**src/rtl/div_pkg.sv**
```systemverilog
// ---------------------------------------------------------------------------
// div_pkg
// Shared definitions for the sequential 8-bit by 4-bit unsigned divider:
// operand widths, the controller state encoding, the constants returned for
// a zero divisor and the round-half-up decision helper.
//
// Build option: define DIV_ROUND_EN to add the ROUND state and the
// round-half-up helper; the default build truncates.
// ---------------------------------------------------------------------------
package div_pkg;

    localparam int DIVIDEND_W = 8;
    localparam int DIVISOR_W  = 4;
    localparam int QUOT_W     = DIVIDEND_W;
    localparam int REM_W      = DIVISOR_W;

    // The partial remainder is one bit wider than the divisor so that the
    // shifted-in value (up to 2*divisor-1) never overflows before the compare.
    localparam int PREM_W     = DIVISOR_W + 1;

    // One quotient bit per CALC edge, so the step counter walks 0..7.
    localparam int                STEP_W    = 3;
    localparam logic [STEP_W-1:0] LAST_STEP = 3'd7;

    // Result presented when the divisor is zero (same in both builds).
    localparam logic [QUOT_W-1:0] ZERO_QUOT = 8'hFF;
    localparam logic [REM_W-1:0]  ZERO_REM  = 4'hF;

    typedef enum logic [1:0] {
        S_IDLE  = 2'd0,
        S_CALC  = 2'd1,
`ifdef DIV_ROUND_EN
        S_ROUND = 2'd2,
`endif
        S_DONE  = 2'd3
    } state_t;

`ifdef DIV_ROUND_EN
    // Round half up: bump the truncated quotient when the remainder is at
    // least half of the divisor, i.e. 2*rem >= divisor (compared at 5 bits).
    function automatic logic round_up(input logic [REM_W-1:0]     rem,
                                      input logic [DIVISOR_W-1:0] dvs);
        return ({rem, 1'b0} >= {1'b0, dvs});
    endfunction
`endif

endpackage : div_pkg

```
**src/rtl/div_step.sv**
```systemverilog
// ---------------------------------------------------------------------------
// div_step
// One combinational restoring-division step: shift the next dividend bit into
// the partial remainder, subtract the divisor if it fits, and report the
// resulting quotient bit.
//
// Ports
//   prem       in   5  partial remainder before this step (always < divisor)
//   bit_in     in   1  next dividend bit, MSB first
//   divisor    in   4  unsigned divisor (non-zero while stepping)
//   prem_next  out  5  partial remainder after this step
//   q_bit      out  1  quotient bit produced by this step
// ---------------------------------------------------------------------------
module div_step
    import div_pkg::*;
(
    input  logic [PREM_W-1:0]    prem,
    input  logic                 bit_in,
    input  logic [DIVISOR_W-1:0] divisor,
    output logic [PREM_W-1:0]    prem_next,
    output logic                 q_bit
);

    // Working width is one bit wider than the partial remainder so the shift
    // cannot lose the top bit before the trial subtraction.
    localparam int WORK_W = PREM_W + 1;

    logic [WORK_W-1:0] shifted;
    logic [WORK_W-1:0] dvs_wide;
    logic [WORK_W-1:0] sub_val;

    assign shifted  = {prem, bit_in};
    assign dvs_wide = {{(WORK_W-DIVISOR_W){1'b0}}, divisor};

    // Restoring step: subtract only when the divisor fits.
    assign q_bit    = (shifted >= dvs_wide);
    assign sub_val  = q_bit ? dvs_wide : '0;

    // The difference is below the divisor, so it fits the narrower width.
    assign prem_next = PREM_W'(shifted - sub_val);

endmodule : div_step

```
**src/rtl/seq_div8_4.sv**
```systemverilog
// ---------------------------------------------------------------------------
// seq_div8_4
// Sequential unsigned divider: 8-bit dividend / 4-bit divisor, restoring
// algorithm, one quotient bit per clock. A pair is accepted in IDLE, eight
// CALC cycles produce the truncated quotient and remainder, and the result is
// held in DONE until the consumer takes it. A zero divisor skips CALC and
// returns quotient 8'hFF, remainder 4'hF with div_zero set.
//
// Build option: define DIV_ROUND_EN to insert one ROUND cycle after CALC that
// rounds the quotient half up (remainder stays the truncating remainder).
//
// Ports
//   clk        in   1  clock, rising edge
//   rst        in   1  synchronous reset, active high
//   in_valid   in   1  dividend/divisor pair offered
//   in_ready   out  1  block idle and able to accept a pair
//   dividend   in   8  unsigned numerator
//   divisor    in   4  unsigned denominator
//   out_valid  out  1  result held on quotient/remainder/div_zero
//   out_ready  in   1  consumer takes the result
//   quotient   out  8  unsigned quotient (registered)
//   remainder  out  4  unsigned remainder (registered)
//   div_zero   out  1  result came from a zero divisor (registered)
// ---------------------------------------------------------------------------
module seq_div8_4
    import div_pkg::*;
(
    input  logic                  clk,
    input  logic                  rst,
    input  logic                  in_valid,
    output logic                  in_ready,
    input  logic [DIVIDEND_W-1:0] dividend,
    input  logic [DIVISOR_W-1:0]  divisor,
    output logic                  out_valid,
    input  logic                  out_ready,
    output logic [QUOT_W-1:0]     quotient,
    output logic [REM_W-1:0]      remainder,
    output logic                  div_zero
);

    state_t                state;
    logic [STEP_W-1:0]     step;

    // The dividend register doubles as the quotient register: each CALC edge
    // shifts the next dividend bit out of the MSB and the new quotient bit in
    // at the LSB, so after eight edges it holds the quotient.
    logic [DIVIDEND_W-1:0] dvd_q;
    logic [DIVISOR_W-1:0]  dvs_q;
    logic [PREM_W-1:0]     prem_q;

    logic [PREM_W-1:0]     prem_next;
    logic                  q_bit;
    logic [QUOT_W-1:0]     quot_next;

    div_step u_step (
        .prem      (prem_q),
        .bit_in    (dvd_q[DIVIDEND_W-1]),
        .divisor   (dvs_q),
        .prem_next (prem_next),
        .q_bit     (q_bit)
    );

    assign quot_next = {dvd_q[DIVIDEND_W-2:0], q_bit};

    // Handshake flags are decoded straight from the state register, so they
    // change only on clock edges.
    assign in_ready  = (state == S_IDLE);
    assign out_valid = (state == S_DONE);

    // NOTE: every register below is updated with non-blocking assignments so
    // all of them sample the pre-edge values; blocking assignments here would
    // let prem_q/dvd_q see half-updated neighbours within the same edge.
    always_ff @(posedge clk) begin
        if (rst) begin
            state     <= S_IDLE;
            step      <= '0;
            dvd_q     <= '0;
            dvs_q     <= '0;
            prem_q    <= '0;
            quotient  <= '0;
            remainder <= '0;
            div_zero  <= 1'b0;
        end else begin
            case (state)
                S_IDLE: begin
                    if (in_valid) begin
                        dvd_q  <= dividend;
                        dvs_q  <= divisor;
                        prem_q <= '0;
                        step   <= '0;
                        if (divisor == '0) begin
                            // Division by zero needs no stepping: publish the
                            // fixed saturation result on the next cycle.
                            quotient  <= ZERO_QUOT;
                            remainder <= ZERO_REM;
                            div_zero  <= 1'b1;
                            state     <= S_DONE;
                        end else begin
                            state <= S_CALC;
                        end
                    end
                end

                S_CALC: begin
                    dvd_q  <= quot_next;
                    prem_q <= prem_next;
                    step   <= step + 1'b1;
                    if (step == LAST_STEP) begin
                        // Last bit: the step result is already the final
                        // truncated quotient and remainder.
                        quotient  <= quot_next;
                        remainder <= prem_next[REM_W-1:0];
                        div_zero  <= 1'b0;
`ifdef DIV_ROUND_EN
                        state     <= S_ROUND;
`else
                        state     <= S_DONE;
`endif
                    end
                end

`ifdef DIV_ROUND_EN
                S_ROUND: begin
                    // The quotient never wraps: 255 only arises for a divisor
                    // of 1, whose remainder is always 0.
                    quotient <= quotient + {{(QUOT_W-1){1'b0}}, round_up(remainder, dvs_q)};
                    state    <= S_DONE;
                end
`endif

                S_DONE: begin
                    // Result stays frozen until the consumer takes it; a new
                    // pair can only be accepted from IDLE on a later edge.
                    if (out_ready) begin
                        state <= S_IDLE;
                    end
                end

                default: begin
                    state <= S_IDLE;
                end
            endcase
        end
    end

endmodule : seq_div8_4

```
**config.mk**
```make
export PLATFORM = sky130hd
export DESIGN_NAME = seq_div8_4
export DESIGN_NICKNAME = d
export VERILOG_FILES = /design/src/rtl/div_pkg.sv /design/src/rtl/div_step.sv /design/src/rtl/seq_div8_4.sv
export SDC_FILE = /design/constraint.sdc
export NUM_CORES = 1
export LEC_CHECK = 0
export CAP_MARGIN = 20
export CORE_ASPECT_RATIO = 2
export CORE_MARGIN = 2
export CORE_UTILIZATION = 52
export DETAILED_ROUTE_END_ITERATION = 7
export PLACE_DENSITY = 0.79
export SLEW_MARGIN = 20
export SYNTH_ARGS = -nofsm -noshare
export SYNTH_HDL_FRONTEND = slang
export SYNTH_SLANG_ARGS = --single-unit
```
**constraint.sdc**
```tcl
create_clock -name clk -period 3.4 [get_ports clk]
set_clock_uncertainty 0.05 [all_clocks]
set_input_delay 0.68 -clock clk [delete_from_list [all_inputs] [get_ports clk]]
set_output_delay 0.68 -clock clk [all_outputs]
set_load 0.02 [all_outputs]
```
==> impl_metrics.env <==
export IMPL_grt_usage_pct=24.5
export IMPL_crit_path_start_kind="flip-flop"
export IMPL_synth_compound_gate_area_share_pct=20.5
export IMPL_clock_latency_ns=0.29
export IMPL_wire_per_inst_um=16.1
export IMPL_fin_ws_ns=0.314
export IMPL_critPathMaxStageDelay_ns=0.46
export IMPL_clockBufferDepth=2
export IMPL_setup_violations=0
export IMPL_io_buffers=30
export IMPL_min_period_over_period_pct=90.8
export IMPL_power_leakage_nw=0.838
export IMPL_cap_violations=0
export IMPL_ios=31
export IMPL_antenna_found_initial=0
export IMPL_gp_congestion=0.951
export IMPL_path_clk_slew_ns=0.07
export IMPL_cp_required_ns=3.53
export IMPL_drive_gt1_share_pct=9.87
export IMPL_ys_types=38
export IMPL_hold_depth=2
export IMPL_layout_commonest_cell="dfxtp_1"
export IMPL_status="finished, final reports clean"
export IMPL_ys_seq_area_share_pct=40.3
export IMPL_vdd_ir_drop_worst_mv=0.325
export IMPL_timing_rr_end="prem_q[4]$_SDFFE_PP0P_"
export IMPL_final_cell_mix="dfxtp_1 (35), clkdlybuf4s50_1 (30), inv_1 (26), nor2_1 (25), nand2_1 (21)"
export IMPL_crit_chain="inv_1, ha_1, a2111oi_1, o21ai_1, and2_1, ha_1, fa_1, nand2b_1, a21oi_1, nor4_1, a211o_1"
export IMPL_die_area_mm2=0.00385
export IMPL_cts_tree="built"
export IMPL_worstSetupPathType="flip-flop to flip-flop"
export IMPL_tns_ns=0
export IMPL_whs_endpoint="div_zero$_SDFFE_PP0P_"
export IMPL_synthCells=195
export IMPL_timing_reg2reg_setup_slack_ns=0.31
export IMPL_cts_inserted_buffers=5
export IMPL_dp_slack_ns=0.247
export IMPL_grt_pass1_wl_um=6840
export IMPL_crit_path_start="dvs_q[3]$_SDFFE_PP0P_"
export IMPL_core_mm2=0.00319
export IMPL_grt_start_max_net_pins=40
export IMPL_postSynth_asyncResetShare_pct=0
export IMPL_cpMostUsedCell="ha_1"
export IMPL_antenna_cells=0
export IMPL_drt_iter0_drc=40
export IMPL_max_freq_mhz=324
export IMPL_vias=1480
export IMPL_h_tree_depth=2
export IMPL_drtPass1Iterations=4
export IMPL_critPathSlowestCell="a2111oi_1"
export IMPL_worst_pin_slew_ns=0.848
export IMPL_rows=29
export IMPL_synth_seq_cells=35
export IMPL_nets=249
export IMPL_synth_simple_area_share_pct=17.5
export IMPL_relSlewSlack_pct=43.3
export IMPL_fin_cells=254
export IMPL_areaGrowthSynthToFinish_pct=22.8
export IMPL_final_util_pct=66.8
export IMPL_drcViolationCount=0
export IMPL_min_from="div_zero$_SDFFE_PP0P_"
export IMPL_post_cts_buffers=0
export IMPL_cts_num_sinks=35
export IMPL_reg2reg_depth=11
export IMPL_hold_viol=0
export IMPL_ys_warn_count=0
export IMPL_wl_um=4090
export IMPL_critical_path_arrival_ns=3.22
export IMPL_r2r_start="dvs_q[3]$_SDFFE_PP0P_"
export IMPL_synth_top_family_by_area="compound AO/OA/AOI/OAI gates"
export IMPL_critPathCaptureType="flip-flop"
export IMPL_synthMuxAreaShare_pct=2.30
export IMPL_synthXorXnorAreaFrac_pct=1.01
export IMPL_hpwl_um=3010
export IMPL_synth_edff_count=0
export IMPL_crit_fanout=4
export IMPL_finalMaxSlewViolations=0
export IMPL_hold_path_class="flip-flop to flip-flop"
export IMPL_start_util_pct=54.4
export IMPL_overflow=0
export IMPL_finalPower_mw=1.02
export IMPL_postSynthAreaPerCell_um2=8.91
export IMPL_synthFlopType="dfxtp_1"
export IMPL_dp_cells=246
export IMPL_fin_crit_ns=3.09
export IMPL_ctsHoldBuffers=0
export IMPL_rsz0062_at_grt="no"
export IMPL_die_h_um=85.8
export IMPL_die_w_um=44.9
export IMPL_synth_adder_area_share_pct=8.35
export IMPL_grt_pass1_vias=1497
export IMPL_syn_nets=222
export IMPL_drtAntennaViolNets=0
export IMPL_syn_area_mm2=0.00174
export IMPL_cts_root_buf="clkbuf_8"
export IMPL_vias_per_cell=5.83
export IMPL_power_density_mw_per_mm2=479
==> state kept, by name (all words and copies together), names as in the netlist <==
signal     count
dvd_q          8
quotient       8
prem_q         5
dvs_q          4
remainder      4
step           3
state          2
div_zero       1
==> where the power goes <==
group | switching [mW] | total, mW | internal (mW)
sequential | 0.0200 | 0.453 | 0.433
clock | 0.153 | 0.390 | 0.237
combinational | 0.0998 | 0.180 | 0.0798
==> what timing repair did <==
action                     in CTS  in global routing
gates resized for setup         0                  1
setup endpoints to repair       0                  1
hold endpoints to repair        0                  0
==> area by class of cell <==
cell class	instances	area, um2
inverter	26	97.6
clock inverter	2	35.0
tap	31	38.8
sequential	35	701
fill	288	1060
multi-input combinational	122	865
clock buffer	6	82.6
timing repair buffer	32	315
==> per-layer routing <==
| metal | wire length (um) | global-route usage [%] | part of all wire (%) | up-vias |
|---|---|---|---|---|
| met1 | 1480 | 25.8 | 36 | 709 |
| met5 | 0 | 0 | 0 | - |
| met3 | 154 | 5.47 | 3.8 | 12 |
| li1 | - | - | - | 720 |
| met2 | 2330 | 43.5 | 57 | 39 |
| met4 | 127 | 11.5 | 3.1 | 0 |
==> worst max-delay path: cells and delay by family, from the launching register on <==
family                     cells  cell delay, ns
and+or+nand+nor                3            0.45
DFF                            1            0.35
adders and majority gates      3            0.94
buffers and inverters          1            0.06
AOI/OAI and AO/OA              4            1.14
==> synth_stat cells, types with 2 or more instances <==
library cell / n / area [um2]
a221oi_1: 4 / 35.0
mux2i_1: 4 / 40.0
xnor2_1: 2 / 17.5
a21oi_1: 7 / 35.0
a221oi_2: 7 / 105
a211oi_2: 2 / 25.0
a211o_1: 2 / 17.5
o21ai_1: 2 / 10.0
nand2_1: 21 / 78.8
nor3b_1: 4 / 30.0
nand2b_1: 2 / 12.5
buf_6: 3 / 33.8
a311oi_1: 7 / 61.3
dfxtp_1: 35 / 701
inv_1: 26 / 97.6
clkbuf_1: 4 / 15.0
buf_2: 4 / 20.0
ha_1: 10 / 125
a22oi_1: 3 / 22.5
nor3_1: 3 / 15.0
and2_1: 2 / 12.5
nor2_1: 25 / 93.8
==> through the flow <==
step	instance area [um2]	hold WS, ns
detailed placement	2020	0.414
floorplan	1740	0.406
global placement	2020	0.403
CTS	2130	0.425
global route	2130	0.450
finish	2130	0.419
==> kinds of logic (layout without fill, tap and decap cells) <==
logic type | Yosys count | in the layout
flip-flops | 35 | 35
adder cells (fa/ha/maj) | 11 | 11
buffers and inverters | 38 | 66
multiplexers | 4 | 4
AND/OR/NAND/NOR | 65 | 65
AO/OA/AOI/OAI | 40 | 40
XOR/XNOR | 2 | 2
==> how the worst max path moves through the flow <==
stage / cells after the start / end
floorplan: 11 / prem_q[4]$_SDFFE_PP0P_
global placement: 11 / prem_q[4]$_SDFFE_PP0P_
detailed placement: 11 / prem_q[4]$_SDFFE_PP0P_
CTS: 11 / prem_q[4]$_SDFFE_PP0P_
global route: 11 / prem_q[4]$_SDFFE_PP0P_
finish: 11 / prem_q[4]$_SDFFE_PP0P_
Power figures use the tool's default switching activity.
==> RTL edit 1, RTL diff (same settings) <==
Add a define of `DIV_ROUND_EN`.
--- a/src/rtl/div_pkg.sv
+++ b/src/rtl/div_pkg.sv
@@ -7,6 +7,8 @@
 // Build option: define DIV_ROUND_EN to add the ROUND state and the
 // round-half-up helper; the default build truncates.
 // ---------------------------------------------------------------------------
+`define DIV_ROUND_EN
+
 package div_pkg;
 
     localparam int DIVIDEND_W = 8;
Check against the original RTL: not equivalent (a bounded check fails within 10 cycles, from zero or initial values and one cycle with rst high).
==> RTL edit 1 against the unedited design <==
- area after synthesis grew 16%
- final cell count grew 22%
- critical path depth grew 1
- worst hold slack gained 8.0 ps
- maximum frequency grew 11%
- sequential cell count is the same
- wire length grew 23%
- worst setup slack gained 310 ps
- non-clock buffer count grew 1
- design area grew 14%
- highest routed layer unchanged
Power is not compared: it rests on default switching activity, and its combinational part moved more than twofold at a synthesized area within 25%.
==> RTL edit 1: results (changes against the unedited design) <==
metric;value;unit;change
H-tree levels;2;;unchanged
Clock Tree Root;clkbuf_8;;unchanged
port buffer count;30;;unchanged
share of cells above drive strength 1;6.54;%;was 9.87%
LEAKAGE;0.912;nW;
CP top delay family;compound AO/OA/AOI/OAI gates;;unchanged
vias in the first global route;1875;;was 1497
post-synthesis sequential area ratio;34.7;%;was 40.3%
1st-pass router iterations;4;;unchanged
outcome;finished clean;;unchanged
HP Class;reg -> reg;;unchanged
Slew Limit Fails;0;;unchanged
worst skew pair latency;290;ps;about the same
Clock Tree Buf Depth;2;;unchanged
Synth warnings;0;;unchanged
Fill cells;334;;was 288
crit path max fanout;6;;was 4
setup repair bufs after CTS;0;;unchanged
nets;296;;was 249
ANT cells;0;;unchanged
Synth Net Count;269;;was 222
DR vias;1822;;was 1480
Overall Global Routing Usage;26.3;%;was 24.5%
initial antenna violation count;0;;unchanged
dpl hpwl;3820;um;was 3010 um
Worst Path Arrival;2920;ps;was 3220 ps
worst rel slew slack;63.7;%;was 43.3%
top cell type's share of synthesized area;34.7;%;was 40.3%
largest net degree at the start of global routing;24;;was 40
Post-CTS Resized;0;;unchanged
routed len/inst;16.2;um;was 16.1 um
peak supply drop;0.563;mV;
asr flop ratio synth;0;%;unchanged
Final GP Congestion;0.963;;was 0.951
Area contributors post-synth;dfxtp_1 35%, ha_1 12%, nor2_1 5.6%, nand2_1 4.5%, a311oi_1 3.9%;;was dfxtp_1 40%, ha_1 7.2%, a221oi_2 6.0%, inv_1 5.6%, nor2_1 5.4%
Cell variety after synth;49;;was 38
crit path max-delay cell type;o21ai_0;;was a2111oi_1
dpl ws;658;ps;was 247 ps
Final Non-Filler Cells;311;;was 254
biggest registers after layout;dvd_q: 8 flops, quotient: 8 flops, prem_q: 5 flops;;unchanged
synthesized instance count;233;;was 195
Critical Path Max Stage Delay;440;ps;was 460 ps
top cells by count, synth;35 x dfxtp_1, 30 x nor2_1, 24 x nand2_1, 19 x ha_1, 10 x inv_1;;was 35 x dfxtp_1, 26 x inv_1, 25 x nor2_1, 21 x nand2_1, 10 x ha_1
first-pass GRT wire length;8350;um;was 6840 um
Reg clk slew, reported paths;70;ps;about the same
DRT iter0 DRCs;43;;was 40
total CTS buffers;5;;unchanged
[RTL edit 1: report_power, final]
group / leakage, nW / switching, mW / internal [mW]
sequential: 0.287 / 0.150 / 0.561
combinational: 0.578 / 0.745 / 0.563
clock: 0.0470 / 0.151 / 0.159
[RTL edit 1: per-layer routing]
metal	track usage (%)	vias to the layer above	part of all wire [%]
li1	-	891	-
met1	24.2	863	35
met2	47.6	50	58
met3	4.92	18	3.0
met4	15.5	0	4.0
met5	0	-	0
[RTL edit 1: cell families (layout without fill, tap and decap cells)]
logic type	after synthesis	count (layout)	share of synthesized area, %
flops	35	35	34.7
mux	7	7	3.71
compound gates	59	59	22.3
xor+xnor	4	4	1.73
buf+inv	23	50	5.32
fa+ha+maj	20	20	12.7
simple gates	85	85	19.5
[RTL edit 1: path summary, 6_finish.rpt]
check	startpoint	to	slack, ps	cells past startpoint
max	dvs_q[3]	prem_q[4]	620	12
min	dvd_q[0]	dvd_q[0]	430	2
max reg2reg	dvs_q[3]	prem_q[4]	620	12
min reg2reg	dvd_q[0]	dvd_q[0]	430	2
[RTL edit 1: tightest hold or removal path, cell delays in order (launching register included)]
cell	delay, ps
dfxtp_1	320
nand2_1	50
a21oi_1	50
[RTL edit 1: final cells by class]
cell class | count | area, um2 | area share, %
clock buffer | 6 | 82.6 | 3.40
clock inverter | 1 | 5.00 | 0.206
sequential | 35 | 701 | 28.9
multi-input combinational | 175 | 1210 | 50.0
inverter | 10 | 37.5 | 1.55
timing repair buffer | 33 | 323 | 13.3
tap | 51 | 63.8 | 2.63
[RTL edit 1: metrics by stage]
stage          utilization (%)  cell area (um2)  hold slack, ps
2_1_floorplan                -             2020             399
3_3_place_gp              61.5             2340             415
3_5_place_dp              61.5             2340             415
4_1_cts                   63.8             2430             425
5_1_grt                   63.8             2430             447
6_report                  63.8             2430             427
==> RTL edit 2, RTL diff (config.mk and constraints unchanged) <==
Without the edit above. Re-encode `state_t` (3 states) as one-hot, 3 bits wide.
--- a/src/rtl/div_pkg.sv
+++ b/src/rtl/div_pkg.sv
@@ -26,13 +26,13 @@
     localparam logic [QUOT_W-1:0] ZERO_QUOT = 8'hFF;
     localparam logic [REM_W-1:0]  ZERO_REM  = 4'hF;
 
-    typedef enum logic [1:0] {
-        S_IDLE  = 2'd0,
-        S_CALC  = 2'd1,
+    typedef enum logic [2:0] {
+        S_IDLE  = 3'b001,
+        S_CALC  = 3'b010,
 `ifdef DIV_ROUND_EN
         S_ROUND = 2'd2,
 `endif
-        S_DONE  = 2'd3
+        S_DONE  = 3'b100
     } state_t;
 
 `ifdef DIV_ROUND_EN
Function: no difference found for any inputs over 10 cycles, from zero or initial values and one cycle with rst high; not proved beyond that.
==> RTL edit 2 against the unedited design <==
- power fell by 1.9%
- sequential cell count rose by 1
- count of clock-buffer cells in the layout rose by 1
- design area rose by 0.35%
- wire length fell by 2.0%
- worst setup slack got worse by 12 ps
- area after synthesis rose by 0.65%
- maximum frequency fell by 0.40%
- largest cell class unchanged
- global-route usage fell by 0.62 points
==> RTL edit 2: results (changes against the unedited design) <==
metric;value;unit;change
dpl ws;323;ps;was 247 ps
nets;253;;was 249
peak supply drop;0.339;mV;was 0.325 mV
Overall Global Routing Usage;23.8;%;was 24.5%
Critical Path Max Stage Delay;420;ps;was 460 ps
share of cells above drive strength 1;10.1;%;was 9.87%
routed len/inst;15.5;um;was 16.1 um
drt via density;5.98;;was 5.83
dpl hpwl;3020;um;was 3010 um
Area contributors post-synth;dfxtp_1 41%, nor2_1 7.3%, ha_1 7.2%, nand2_1 6.4%, a211oi_2 5.0%;;was dfxtp_1 40%, ha_1 7.2%, a221oi_2 6.0%, inv_1 5.6%, nor2_1 5.4%
asr flop ratio synth;0;%;unchanged
first-pass GRT wire length;6890;um;was 6840 um
post-synthesis sequential area ratio;41.2;%;was 40.3%
top cells by count, synth;36 x dfxtp_1, 34 x nor2_1, 30 x nand2_1, 13 x a21oi_1, 10 x ha_1;;was 35 x dfxtp_1, 26 x inv_1, 25 x nor2_1, 21 x nand2_1, 10 x ha_1
LEAKAGE;0.793;nW;was 0.838 nW
DRT iter0 DRCs;17;;was 40
Slew @ Worst Pin;642;ps;was 848 ps
Synth Net Count;225;;was 222
outcome;finished clean;;unchanged
vias in the first global route;1558;;was 1497
largest net degree at the start of global routing;25;;was 40
top cell type's share of synthesized area;41.2;%;was 40.3%
Hold Startpoint;dvs_q[0];;was div_zero
Final GP Congestion;0.802;;was 0.951
crit path max fanout;5;;was 4
RTL edit 2: cell families after synthesis:
kind of cell | share of synthesized area [%]
simple gates | 22.3
compound gates | 21.2
flops | 41.2
buf+inv | 4.86
fa+ha+maj | 8.30
xor+xnor | 1.00
mux | 1.14
RTL edit 2: final timing paths:
kind	to	slack, ps	depth (start not counted)
setup / recovery	prem_q[4]	300	11
setup reg to reg	prem_q[4]	300	11
hold reg to reg	dvs_q[0]	440	2
hold / removal	dvs_q[0]	440	2
RTL edit 2: through the flow:
stage / instance area [um2] / util (%) / total power [mW] / cells
final: 2140 / 67.1 / 1.00 / 258
after global routing: 2140 / 67.1 / 1.06 / 258
after CTS: 2140 / 67.1 / 1.01 / 258
after detailed placement: 2050 / 64.1 / 0.700 / 250
after global placement: 2050 / 64.1 / 0.690 / 250
after floorplan: 1750 / - / 0.630 / 198
RTL edit 2: cell type report:
class	instances	area [um2]
timing repair buffer	32	315
multi-input combinational	143	943
fill	263	1050
tap	31	38.8
sequential	36	721
inverter	8	30.0
clock buffer	7	86.3
clock inverter	1	7.51
RTL edit 2: worst min-delay path, stage by stage (launching register included):
cell and delay (ps):
dfxtp_1 330, nand2_1 60, a21oi_1 50
RTL edit 2: metal layers:
| layer | track usage, % | share of wire [%] |
|---|---|---|
| met2 | 41.7 | 53 |
| met3 | 4.00 | 3.5 |
| met1 | 25.5 | 38 |
| met5 | 0 | 0 |
| met4 | 13.1 | 5.5 |
RTL edit 2: where the power goes:
part | internal [mW] | total, mW | switching, mW
registers | 0.450 | 0.475 | 0.0243
clock network | 0.165 | 0.312 | 0.148
logic | 0.0940 | 0.217 | 0.123
